[src/rtl/mips_display_pkg.sv]
// Shared types and constants for the MIPS test-value seven-segment display.
package mips_display_pkg;

    // Digit scan state; DIG0 is the rightmost digit.
    typedef enum logic [1:0] {
        DIG0 = 2'd0,
        DIG1 = 2'd1,
        DIG2 = 2'd2,
        DIG3 = 2'd3
    } digit_t;

    localparam int unsigned NIBBLE_W = 4;
    localparam int unsigned SEG_W    = 7;
    localparam int unsigned AN_W     = 4;
    localparam int unsigned VALUE_W  = 16;

    localparam logic [SEG_W-1:0] SEG_BLANK = 7'b1111111;
    localparam logic [AN_W-1:0]  AN_OFF    = 4'b1111;

    // Active-low segment patterns, seg[6]=a .. seg[0]=g, indexed by nibble value.
    localparam logic [15:0][SEG_W-1:0] HEX_SEG = {
        7'b0111000,  // F
        7'b0110000,  // E
        7'b1000010,  // d
        7'b0110001,  // C
        7'b1100000,  // b
        7'b0001000,  // A
        7'b0000100,  // 9
        7'b0000000,  // 8
        7'b0001111,  // 7
        7'b0100000,  // 6
        7'b0100100,  // 5
        7'b1001100,  // 4
        7'b0000110,  // 3
        7'b0010010,  // 2
        7'b1001111,  // 1
        7'b0000001   // 0
    };

endpackage

[src/rtl/hex_to_7seg.sv]
// Combinational hex nibble to active-low seven-segment decoder.
module hex_to_7seg
    import mips_display_pkg::*;
(
    input  logic [NIBBLE_W-1:0] nibble,
    output logic [SEG_W-1:0]    seg_c
);

    // Table lookup of the segment pattern.
    always_comb begin
        seg_c = HEX_SEG[nibble];
    end

endmodule

[config.mk]
export PLATFORM = sky130hd
export DESIGN_NAME = hex_to_7seg
export DESIGN_NICKNAME = d
export VERILOG_FILES = /design/src/rtl/mips_display_pkg.sv /design/src/rtl/hex_to_7seg.sv
export SDC_FILE = /design/constraint.sdc
export NUM_CORES = 1
export LEC_CHECK = 0
export CAP_MARGIN = 20
export CELL_PAD_IN_SITES_DETAIL_PLACEMENT = 2
export CELL_PAD_IN_SITES_GLOBAL_PLACEMENT = 2
export CORE_AREA = 2 2 39 41
export DETAILED_ROUTE_END_ITERATION = 12
export DIE_AREA = 0 0 41 43
export PLACE_DENSITY_LB_ADDON = 0.15
export SLEW_MARGIN = 30
export SYNTH_ARGS = -nofsm -noshare
export SYNTH_HDL_FRONTEND = slang
export SYNTH_SLANG_ARGS = --single-unit
[constraint.sdc]
create_clock -name vclk -period 1.3
set_input_delay 0.26 -clock vclk [all_inputs]
set_output_delay 0.26 -clock vclk [all_outputs]
set_load 0.03 [all_outputs]
After elaboration in Yosys (flattened, before gate mapping)

Memories as Yosys holds them, arrays and structs flattened.
Index checks and enable logic that the tools add are counted.

Memories kept: 1
Bits in read-only memories: 112
Word-level logic and storage cells: 3
Flip-flop bits (word level): 0
Output and inout port bits: 7

Mux-type cells: 1
$lt $le $gt $ge: 1

Memories:

| name             | words | bits a word | rd ports | clocked after Yosys merged registers in | wr ports | line              | RTL |
|---|---|---|---|---|---|---|---|
| (name not given) | 16    | 7           | 1        | 0                                       | 0        | hex_to_7seg.sv:11 | `seg_c = HEX_SEG[nibble];` |

Operators with widths:

| operator           | number |
|---|---|
| $mux 7             | 1 |
| $lt 4x5->1 const B | 1 |

Depth between registers and ports, before layout

Word-level depth: 2
Gate-level depth with buffers: 5

Worst setup path before layout

No wires, ideal clock.

Kind: input to output
Start point: input port nibble[1]
End point: output port seg_c[4]
Buffers on the path: 0
Setup slack: -0.142 ns
Cell stages on the path: 4
Arrival time: 1.182 ns
Cells stage by stage: inv_1 ha_1 nand2b_1 mux2i_1

Cells in the longest elaborated chain, start to end: 2

Ends and longest elaborated chain:

| what                         | line              | RTL |
|---|---|---|
| start, declared              | hex_to_7seg.sv:5  | `input logic [NIBBLE_W-1:0] nibble,` |
| $mem_v2 16x7                 | n/a               |  |
| $mux 7 (not written as such) | hex_to_7seg.sv:11 |  |
| end, declared                | hex_to_7seg.sv:6  | `output logic [SEG_W-1:0] seg_c` |

Every way passes these cells. The select of a mux whose other input is x is not followed.

Worst setup path after layout

Start point: input port nibble[0]
End point: output port seg_c[3]

Same word-level chain as after synthesis.

==> reports/results.txt <==
Initial Utilization: 19.4%
Post-Route WL: 1.16 mm
Worst IR Drop VDD: 141 uV
n_diodes: 0
setup total negative slack: -0.964 ns
Post-Syn Area: 269 sq um
pins over their slew limit: 0
Gate Count Post-Synth: 33
Worst Hold Class: input port to output pin
crit path max fanout: 3
synthesized net count: 44
post-route non-filler standard cell count: 74
Final Core Density: 48.8%
RSZ-0062 raised after global routing: yes
DIE AREA: 1760 sq um
post-layout worst setup margin: -0.301 ns
Syn. warnings: 0
Filler Cells Inserted: 150
Worst Hold Path EP: seg_c[5]
final hold violations: 0
routed vias/inst: 4.46
Core Area: 1380 sq um
top cell type's share of synthesized area: 32.6%
Synth Area in Simple Gates: 13.0%
area fraction in compound gates after synthesis: 14.0%
Synth Area per Inst: 8.15 sq um
vias in the first global route: 356
Die Ht: 43 um
seq_cells: 0
routed length per instance: 15.6 um
first-pass GRT wire length: 1.57 mm
worst-path cell chain: buf_12 -> inv_12 -> ha_4 -> inv_2 -> mux4_2 -> buf_6
# setup viols final: 7
Data required, critical path: 1.04 ns
Seq/Total Area, Yosys: 0%
DRC: 0
placed inst area: 495 sq um
Setup WS pre-CTS: -1.23 ns
Worst Hold Depth: 4
share of post-route cells with drive strength above 1: 74.1%
1st-pass router iterations: 1
total power draw: 270 uW
Synth area leaders: ha_1, mux2i_1, mux4_2
leakage power: 0.298 nW
failing checks: setup timing
most common cell in the synthesized netlist: ha_1
synth unique cells: 13
Hold Startpoint: nibble[1]
slowest cell delay on critical path: 0.49 ns
Fmax achieved: 625 MHz
combinational family with the most area after synthesis: adder cells
status: finished with violations
Power Density: 400 nW/um^2
Global Route Usage Sum: 12.6%
FP Rows: 14
Synth Area in XOR/XNOR: 0%
Least-Margin Pin Slew: 0.163 ns
initial detailed-routing violation count: 0
Nets: 71
synth cell count leaders: ha_1, mux2i_1, nor2_1, inv_1
critical path class: input port to output pin
Routed Antenna Nets: 0
Final min period: 1.60 ns
Final Hold Slack: 1.02 ns
Synth area leader: ha_1
crit end category: output pin
post-synthesis mux area share: 30.7%
startpoint types: input port
register area: 0 sq um
total grt overflow: 0
post-route cell area: 676 sq um
total number of vias: 330
Max Cap Viol: 0
placed cells: 70
Port Buf Inserts: 11
Detailed Place HPWL: 714 um
Tcrit/Tclk final: 123%
initial antenna violation count: 0
Slew Limit Headroom: 88.9%
number of clock-tree buffers in the layout: 0
Area growth syn-to-layout: 151%
DIE WIDTH: 41 um
Post-Synth Adder-Cell Area: 32.6%
Critical Path Slowest Stage Cell: mux4_2
Top-Level Pins: 11
largest net degree at the start of global routing: 7
hold buffers post-CTS: 0
Placer Congestion: 0.627
crit path DAT: 1.34 ns
report_power, final:
group          total, mW  switching (mW)  internal [mW]
Combinational      0.270           0.135          0.135
Clock                  0               0              0
Sequential             0               0              0
Total              0.270           0.135          0.135
worst max-delay path by stage:
stage / startpoint / end / slack (ns) / depth (start not counted)
after floorplan: nibble[2] / seg_c[0] / -0.08 / 3
after global placement: nibble[1] / seg_c[3] / -1.21 / 6
after detailed placement: nibble[1] / seg_c[3] / -1.23 / 6
after CTS: nibble[0] / seg_c[3] / -0.34 / 7
after global routing: nibble[1] / seg_c[3] / -0.31 / 6
final: nibble[0] / seg_c[3] / -0.30 / 6
cells in the final DEF, fill, tap and decap left out:
cell	count
a21oi_1	1
a21oi_2	1
a32o_2	1
buf_12	2
buf_2	2
buf_4	11
buf_6	9
buf_8	2
dlygate4sd2_1	1
ha_2	1
ha_4	6
inv_12	1
inv_2	1
inv_8	1
mux2i_1	4
mux2i_2	1
mux2i_4	1
mux4_2	1
nand2_1	1
nand2b_1	1
nand2b_4	1
nor2_1	4
nor2_2	1
o211ai_1	1
o21ai_1	2
critical path, delay by kind of cell:
family	cells	cell delay, ns
muxes	1	0.49
adders and majority gates	1	0.24
buffers and inverters	4	0.35
layer usage:
metal / GRT usage (%) / routed length (um) / vias up
li1: - / - / 165
met1: 12.8 / 438 / 160
met2: 26.6 / 702 / 5
met3: 0.524 / 15 / 0
met4: 0 / 0 / 0
met5: 0 / 0 / -
cell type report:
class                      count  area [sq um]  share of cell area (%)
multi-input combinational     28           352                    52.0
timing repair buffer          27           273                    40.4
inverter                       3          31.3                    4.63
tap                           16          20.0                    2.96
cells by family (layout without fill, tap and decap cells):
family | count (synthesis) | count (layout)
and+or+nand+nor | 8 | 8
buffers and inverters | 5 | 30
AOI/OAI and AO/OA | 6 | 6
adders and majority gates | 7 | 7
muxes | 7 | 7
timing repair:
item / in CTS / in global routing
hold endpoints to repair: 0 / 0
pin swaps: 6 / 4
cloned: 2 / 0
resized for setup: 37 / 19
endpoints found under the setup margin: 7 / 7
buffers inserted: 3 / 0
(Power assumes the default switching activity.)
